===== config.mk =====
export PLATFORM = sky130hd
export DESIGN_NAME = button_event_decoder_flat
export DESIGN_NICKNAME = d
export VERILOG_FILES = /design/src/rtl/cycle_pkg.sv /design/src/rtl/button_event_decoder_if.sv /design/src/rtl/button_fsm.sv /design/src/rtl/button_event_decoder.sv /design/src/flat_wrapper.sv
export SDC_FILE = /design/constraint.sdc
export NUM_CORES = 1
export LEC_CHECK = 0
export CAP_MARGIN = 25
export CORE_MARGIN = 10
export CORE_UTILIZATION = 40
export DETAILED_ROUTE_END_ITERATION = 12
export DONT_BUFFER_PORTS = 1
export GPL_ROUTABILITY_DRIVEN = 0
export GPL_TIMING_DRIVEN = 0
export SYNTH_ARGS = -nofsm -noshare
export SYNTH_HDL_FRONTEND = slang
export SYNTH_HIERARCHICAL = 1
export SYNTH_SLANG_ARGS = --single-unit

===== constraint.sdc =====
create_clock -name clock -period 3.1 [get_ports clock]
set_input_delay 0.31 -clock clock [delete_from_list [all_inputs] [get_ports clock]]
set_output_delay 0.31 -clock clock [all_outputs]
set_load 0.02 [all_outputs]

===== src/rtl/cycle_pkg.sv =====
// Shared types and defaults for the button/sensor event decoder.
package cycle_pkg;

  typedef enum logic [1:0] {
    IDLE,
    HELD,
    LONG,
    LOCKED
  } btn_state_t;

  localparam int LONG_CYCLES_DEF   = 32768;
  localparam int REPEAT_CYCLES_DEF = 8192;
  localparam int CNT_W             = 16;

  typedef logic [CNT_W-1:0] hold_cnt_t;

  // Combo status that the top broadcasts to both button FSMs.
  typedef struct packed {
    logic active;    // both buttons low and both FSMs holding
    logic lock;      // combo completes this cycle
    logic bothHigh;  // both buttons released
  } combo_ctrl_t;

  function automatic hold_cnt_t satInc(hold_cnt_t v);
    return (v == '1) ? v : v + 1'b1;
  endfunction

  function automatic logic isHolding(btn_state_t s);
    return (s == HELD) || (s == LONG);
  endfunction

endpackage


===== src/rtl/button_event_decoder_if.sv =====
// Level inputs and event strobes of the button/sensor event decoder.
interface button_event_decoder_if;

  logic nTrip_deglitch;
  logic nMode_deglitch;
  logic nCrank_deglitch;
  logic nFork_deglitch;

  logic tripShort;
  logic tripLong;
  logic modeShort;
  logic modeLong;
  logic bothLong;
  logic crankPulse;
  logic forkPulse;

  modport master (
    output nTrip_deglitch, nMode_deglitch, nCrank_deglitch, nFork_deglitch,
    input  tripShort, tripLong, modeShort, modeLong, bothLong, crankPulse, forkPulse
  );

  modport slave (
    input  nTrip_deglitch, nMode_deglitch, nCrank_deglitch, nFork_deglitch,
    output tripShort, tripLong, modeShort, modeLong, bothLong, crankPulse, forkPulse
  );

endinterface


===== src/rtl/button_fsm.sv =====
// Per-button short/long press FSM with combo lock-out.
// Optional macro AUTO_REPEAT_EN: repeated Short strobes while a long press is held.
module button_fsm
  import cycle_pkg::*;
#(
  parameter int LONG_CYCLES   = LONG_CYCLES_DEF,
  parameter int REPEAT_CYCLES = REPEAT_CYCLES_DEF
) (
  input  logic        clock,
  input  logic        nRst,
  input  logic        level,
  input  logic        fall,
  input  combo_ctrl_t combo,
  output logic        shortPulse,
  output logic        longPulse,
  output btn_state_t  state
);

  if (LONG_CYCLES < 2 || LONG_CYCLES > 65536 || REPEAT_CYCLES < 1 || REPEAT_CYCLES > 65536)
  begin : gBadCycles
    $error("button_fsm: LONG_CYCLES must be 2..65536 and REPEAT_CYCLES 1..65536");
  end

  // The press edge is hold cycle 1, so the counter reaching LONG_CYCLES-1 is hold cycle LONG_CYCLES.
  localparam hold_cnt_t LONG_TERM = hold_cnt_t'(LONG_CYCLES - 2);
  localparam hold_cnt_t LONG_LAST = hold_cnt_t'(LONG_CYCLES - 1);
`ifdef AUTO_REPEAT_EN
  localparam hold_cnt_t REPEAT_TERM = hold_cnt_t'(REPEAT_CYCLES - 1);
`endif

  btn_state_t stateNext;
  hold_cnt_t  cnt, cntNext;
  logic       shortNext, longNext;

  // NOTE: state registers use non-blocking assignments so every flop samples pre-edge values.
  always_ff @(posedge clock or negedge nRst) begin
    if (!nRst) begin
      state      <= IDLE;
      cnt        <= '0;
      shortPulse <= 1'b0;
      longPulse  <= 1'b0;
    end else begin
      state      <= stateNext;
      cnt        <= cntNext;
      shortPulse <= shortNext;
      longPulse  <= longNext;
    end
  end

  always_comb begin
    // NOTE: every output of this block gets a default first, otherwise a latch is inferred.
    stateNext = state;
    cntNext   = cnt;
    shortNext = 1'b0;
    longNext  = 1'b0;
    case (state)
      IDLE: begin
        if (fall) begin
          stateNext = HELD;
          cntNext   = '0;
        end
      end
      HELD: begin
        if (combo.lock) begin
          stateNext = LOCKED;
          cntNext   = '0;
        end else if (level) begin
          stateNext = IDLE;
          shortNext = (cnt < LONG_LAST);
          cntNext   = '0;
        end else if (cnt == LONG_TERM) begin
          stateNext = LONG;
          longNext  = !combo.active;
          cntNext   = '0;
        end else begin
          cntNext = satInc(cnt);
        end
      end
      LONG: begin
        if (combo.lock) begin
          stateNext = LOCKED;
          cntNext   = '0;
        end else if (level) begin
          stateNext = IDLE;
          cntNext   = '0;
        end
`ifdef AUTO_REPEAT_EN
        else if (cnt == REPEAT_TERM) begin
          shortNext = !combo.active;
          cntNext   = '0;
        end else begin
          cntNext = satInc(cnt);
        end
`endif
      end
      LOCKED: begin
        if (combo.bothHigh) stateNext = IDLE;
      end
      default: stateNext = IDLE;
    endcase
  end

endmodule


===== src/rtl/button_event_decoder.sv =====
// Decodes Trip/Mode button presses and Crank/Fork sensor edges into single-cycle strobes.
// Optional macro AUTO_REPEAT_EN (handled in button_fsm): auto-repeat of Short during a long press.
module button_event_decoder
  import cycle_pkg::*;
#(
  parameter int LONG_CYCLES   = LONG_CYCLES_DEF,
  parameter int REPEAT_CYCLES = REPEAT_CYCLES_DEF
) (
  input logic                  clock,
  input logic                  nRst,
  button_event_decoder_if.slave bus
);

  localparam int TRIP  = 0;
  localparam int MODE  = 1;
  localparam int CRANK = 2;
  localparam int FORK  = 3;
  localparam hold_cnt_t COMBO_LAST = hold_cnt_t'(LONG_CYCLES - 1);

  logic [3:0]  level, prevLevel, fall;
  logic        armed;
  logic        bothLow, comboActive, comboDone;
  hold_cnt_t   comboCnt;
  combo_ctrl_t combo;
  btn_state_t  tripState, modeState;
  logic        bothLongReg, crankPulseReg, forkPulseReg;

  assign level = {bus.nFork_deglitch, bus.nCrank_deglitch, bus.nMode_deglitch, bus.nTrip_deglitch};

  // The first sample after reset only loads prevLevel, so a level already low is never an edge.
  assign fall = armed ? (prevLevel & ~level) : 4'b0000;

  assign bothLow     = !level[TRIP] && !level[MODE];
  assign comboActive = bothLow && isHolding(tripState) && isHolding(modeState);
  assign comboDone   = comboActive && (comboCnt == COMBO_LAST);
  assign combo       = '{active: comboActive, lock: comboDone, bothHigh: level[TRIP] && level[MODE]};

  always_ff @(posedge clock or negedge nRst) begin
    if (!nRst) begin
      armed         <= 1'b0;
      prevLevel     <= 4'b1111;
      comboCnt      <= '0;
      bothLongReg   <= 1'b0;
      crankPulseReg <= 1'b0;
      forkPulseReg  <= 1'b0;
    end else begin
      armed         <= 1'b1;
      prevLevel     <= level;
      comboCnt      <= bothLow ? satInc(comboCnt) : '0;
      bothLongReg   <= comboDone;
      crankPulseReg <= fall[CRANK];
      forkPulseReg  <= fall[FORK];
    end
  end

  assign bus.bothLong   = bothLongReg;
  assign bus.crankPulse = crankPulseReg;
  assign bus.forkPulse  = forkPulseReg;

  button_fsm #(
    .LONG_CYCLES  (LONG_CYCLES),
    .REPEAT_CYCLES(REPEAT_CYCLES)
  ) u_tripFsm (
    .clock     (clock),
    .nRst      (nRst),
    .level     (level[TRIP]),
    .fall      (fall[TRIP]),
    .combo     (combo),
    .shortPulse(bus.tripShort),
    .longPulse (bus.tripLong),
    .state     (tripState)
  );

  button_fsm #(
    .LONG_CYCLES  (LONG_CYCLES),
    .REPEAT_CYCLES(REPEAT_CYCLES)
  ) u_modeFsm (
    .clock     (clock),
    .nRst      (nRst),
    .level     (level[MODE]),
    .fall      (fall[MODE]),
    .combo     (combo),
    .shortPulse(bus.modeShort),
    .longPulse (bus.modeLong),
    .state     (modeState)
  );

endmodule


===== src/flat_wrapper.sv =====
// flat-port wrapper written by rule: the top's interface ports become plain ports
module button_event_decoder_flat import cycle_pkg::*;
#(
  parameter int LONG_CYCLES   = LONG_CYCLES_DEF,
  parameter int REPEAT_CYCLES = REPEAT_CYCLES_DEF
)
  (clock, nRst, bus_nTrip_deglitch, bus_nMode_deglitch, bus_nCrank_deglitch, bus_nFork_deglitch, bus_tripShort, bus_tripLong, bus_modeShort, bus_modeLong, bus_bothLong, bus_crankPulse, bus_forkPulse);
  button_event_decoder_if bus_i ();
  input logic clock;
  input logic nRst;
  input wire logic [$bits(bus_i.nTrip_deglitch)-1:0] bus_nTrip_deglitch;
  input wire logic [$bits(bus_i.nMode_deglitch)-1:0] bus_nMode_deglitch;
  input wire logic [$bits(bus_i.nCrank_deglitch)-1:0] bus_nCrank_deglitch;
  input wire logic [$bits(bus_i.nFork_deglitch)-1:0] bus_nFork_deglitch;
  output wire logic [$bits(bus_i.tripShort)-1:0] bus_tripShort;
  output wire logic [$bits(bus_i.tripLong)-1:0] bus_tripLong;
  output wire logic [$bits(bus_i.modeShort)-1:0] bus_modeShort;
  output wire logic [$bits(bus_i.modeLong)-1:0] bus_modeLong;
  output wire logic [$bits(bus_i.bothLong)-1:0] bus_bothLong;
  output wire logic [$bits(bus_i.crankPulse)-1:0] bus_crankPulse;
  output wire logic [$bits(bus_i.forkPulse)-1:0] bus_forkPulse;
  assign bus_i.nTrip_deglitch = bus_nTrip_deglitch;
  assign bus_i.nMode_deglitch = bus_nMode_deglitch;
  assign bus_i.nCrank_deglitch = bus_nCrank_deglitch;
  assign bus_i.nFork_deglitch = bus_nFork_deglitch;
  assign bus_tripShort = bus_i.tripShort;
  assign bus_tripLong = bus_i.tripLong;
  assign bus_modeShort = bus_i.modeShort;
  assign bus_modeLong = bus_i.modeLong;
  assign bus_bothLong = bus_i.bothLong;
  assign bus_crankPulse = bus_i.crankPulse;
  assign bus_forkPulse = bus_i.forkPulse;
  button_event_decoder #(.LONG_CYCLES(LONG_CYCLES), .REPEAT_CYCLES(REPEAT_CYCLES)) u_core (.clock(clock), .nRst(nRst), .bus(bus_i));
endmodule

==> impl_metrics.tcl, run 1 <==
set metrics [dict create \
    status "completed" \
    cts_tree "done" \
    synth_nets 392 \
    ios 13 \
    clock_sinks 64 \
    crit_path_start "u_core/comboCnt[0]" \
    drv_slew 0 \
    hold_depth 1 \
    async_flop_share_pct 100 \
    dr_total_vias 2857 \
    drt-total-wl_mm 7.63 \
    path_max_fanout 10 \
    avgSynthCellArea_um2 9.37 \
    antenna_found_initial 0 \
    fin_cells 510 \
    cts_setup_buffers 0 \
    finish.utilization_pct 45.7 \
    start_util_pct 40.9 \
    min_to "u_core/bus.crankPulse" \
    placementRows 34 \
    end_kind "flip-flop" \
    clock_path_buffers 2 \
    grt_max_degree 65 \
    cap_violations 0 \
    cp.required_ns 3.37 \
    overflow 0 \
    r2r-start "u_core/comboCnt[0]" \
    dp_slack_ns 0.0127 \
    peakVddDrop_mv 0.183 \
    synth_top_family_by_area "simple AND/OR/NAND/NOR gates" \
    synth_xor_xnor_area_share_pct 2.70 \
    synth_area_um2 3570 \
    ys_seq_elements 64 \
    die_area_um2 13100 \
    portBuffers 0 \
    nNetsFinal 409 \
    firstDrtPassIters 4 \
    crit_chain "ha_1 > nand3_2 > nor3_1 > and3_1 > nand2b_4 > or3_1 > buf_6 > or2_1 > buf_6 > or3_1 > o21ai_2" \
    critical_path_class "flip-flop to flip-flop" \
    fin_skew_ns 0.00928 \
    cp_slowest_cell "dfrtp_1" \
    fin_ws_ns 0.297 \
    placed_cells 489 \
    worstPathArrival_ns 3.07 \
    max_slew_margin_pct 60.7 \
    ys_seq_area_share_pct 45.0 \
    diodes 0 \
    whs_ns 0.0393 \
    cts_buffers 9 \
    first_iter_violations 172 \
    grt_pass1_wl_mm 13.4 \
    yosysWarnings 6 \
    ys.flop_type "dfrtp_1" \
    tns_ns 0 \
    p_per_area_nw_per_um2 581 \
    drive_above_1_share_pct 12.2 \
    p_leak_nw 1.57 \
    setup_viol 0 \
    crit_path_start_kind "flip-flop" \
    die_h_um 114 \
    reg2reg_depth 11 \
    fp.coreArea_um2 8720 \
    syn_to_final_growth_pct 11.7 \
    hp-class "input port to flip-flop" \
    tightest_slew_ns 0.585 \
    synth-compound-area-share_pct 15.5 \
    cts_root_buf "clkbuf_8" \
    grt_use_total_pct 12.4 \
    synth_cells 381 \
    drc 0 \
    reg2reg_to "u_core/u_tripFsm/cnt[13]" \
    wl_per_cell_um 15.0 \
    synth_cell_types 50 \
    cpPeakStageDelay_ns 0.43 \
    synth_mux_area_share_pct 1.12 \
    htree_levels 3 \
    insertion_delay_ns 0.33 \
    hold_start "bus_nCrank_deglitch" \
    path_clk_slew_ns 0.07 \
    synth_edf_count 0 \
    fp.dieW_um 114 \
    antenna_left 0 \
    period_needed_ns 2.80 \
    r2r_setup_slack_ns 0.30 \
    finalCritPeriodShare_pct 90.4 \
    fmax_mhz 357 \
    hpwl_mm 5.01 \
    routed_via_density 5.60 \
    grt_pass1_vias 2765 \
    finalHoldViolCount 0 \
    synthAdderAreaFrac_pct 1.75 \
    yosys.area_share.simple_pct 29.0 \
    rsz0062_at_grt "no" \
]
-- area by class of cell --
class / instances / area (um2)
clock inverters: 4 / 70.1
multi-input cells: 291 / 1790
fillers: 837 / 4740
well taps: 108 / 135
plain buffers: 16 / 136
repair buffers: 6 / 77.6
inverters: 10 / 37.5
flip-flops and latches: 64 / 1610
clock buffers: 11 / 131
-- cell families (layout without fill, tap and decap cells) --
family / after synthesis / after routing
xor+xnor: 11 / 11
other cells: 1 / 1
compound gates: 89 / 89
fa+ha+maj: 5 / 5
simple gates: 181 / 181
mux: 4 / 4
flops: 64 / 64
buf+inv: 26 / 47
-- metal layers --
| metal | global-route usage [%] | wire length (um) | up-vias |
|---|---|---|---|
| met5 | 0 | 0 | - |
| met4 | 4.09 | 72 | 0 |
| met3 | 2.73 | 207 | 8 |
| met2 | 18.9 | 3580 | 22 |
| met1 | 16.9 | 3760 | 1390 |
| li1 | - | - | 1437 |
-- sequential cells by signal (all words and copies together) (netlist names) --
| register | count |
|---|---|
| u_core/u_modeFsm/cnt | 16 |
| u_core/bus.bothLong | 1 |
| u_core/u_tripFsm/state | 2 |
| u_core/u_modeFsm/state | 2 |
| u_core/u_modeFsm/longPulse | 1 |
| u_core/u_tripFsm/longPulse | 1 |
| u_core/comboCnt | 16 |
| u_core/u_tripFsm/cnt | 16 |
| u_core/prevLevel | 4 |
| u_core/bus.crankPulse | 1 |
| u_core/u_modeFsm/shortPulse | 1 |
| u_core/bus.forkPulse | 1 |
| u_core/armed | 1 |
| u_core/u_tripFsm/shortPulse | 1 |
-- worst max-delay path: cells and delay by family (launching register included) --
kind                     cells  cell delay, ns
buffers and inverters        2            0.30
AO/OA/AOI/OAI                1            0.06
adder cells (fa/ha/maj)      1            0.27
flip-flops                   1            0.43
AND/OR/NAND/NOR              7            1.67
-- per-stage QoR --
step | power [mW] | area, um2
after global placement | 1.54 | 3700
after floorplan | 1.42 | 3570
after detailed placement | 1.55 | 3700
after CTS | 2.35 | 3980
after global routing | 2.47 | 3990
final | 2.32 | 3990
-- worst max-delay path by stage --
stage                                    end  slack (ns)
detailed placement  u_core/u_tripFsm/cnt[11]        0.01
floorplan           u_core/u_modeFsm/cnt[13]        0.55
finish              u_core/u_tripFsm/cnt[13]        0.30
global route         u_core/u_tripFsm/cnt[6]       0.008
global placement    u_core/u_modeFsm/cnt[11]        0.04
CTS                 u_core/u_tripFsm/cnt[13]        0.27
-- what timing repair did --
item,4_1_cts,5_1_grt
endpoints found under the setup margin,0,1
endpoints found under the hold margin,68,0
resized for setup,0,1
hold buffers,6,0
-- synth_stat cells (all sizes together), types with 3 or more instances --
cell type  count  area, um2
dfrtp         60       1500
nand2         45        169
o21ai         34        200
a21oi         25        125
nand3         25        130
nor3          25        125
nor2          22       82.6
nand4         13        109
buf           12        116
o31ai         11       82.6
inv           10       37.5
nor4          10        108
or3            9       56.3
xnor2          9       78.8
nor2b          6       37.5
and3           5       31.3
ha             5       62.6
clkbuf         4       17.5
dfstp          4        105
mux2i          4       40.0
o22ai          4       25.0
o311ai         4       35.0
or4b           4       40.0
or2            3       18.8
-- power breakdown --
part	internal (mW)	switching, mW	leakage, nW
sequential	0.886	0.0513	0.870
clock	0.447	0.311	0.103
combinational	0.260	0.362	0.592
-- layout by cell type, fill, tap and decap left out, types with 9 or more instances in the layout --
cell and count:
nand2_1 45, buf_6 9, nor2_1 22, a21oi_1 25, o21ai_0 30, nor3_1 25, o31ai_1 11, or3_1 9
xnor2_1 9, clkbuf_8 9, inv_1 10, nand3_1 24, dfrtp_1 60, nand4_1 10
No activity file was read; power rests on OpenSTA's default activity.
==> run 2, diff against run 1 <==
--- a/config.mk
+++ b/config.mk
@@ -5,7 +5,7 @@
 export SDC_FILE = /design/constraint.sdc
 export NUM_CORES = 1
 export LEC_CHECK = 0
-export CAP_MARGIN = 25
+export CAP_MARGIN = 20
 export CORE_MARGIN = 10
 export CORE_UTILIZATION = 40
 export DETAILED_ROUTE_END_ITERATION = 12
==> results of run 2 <==
The final DEF is identical to that of run 1; final timing and power are the same.
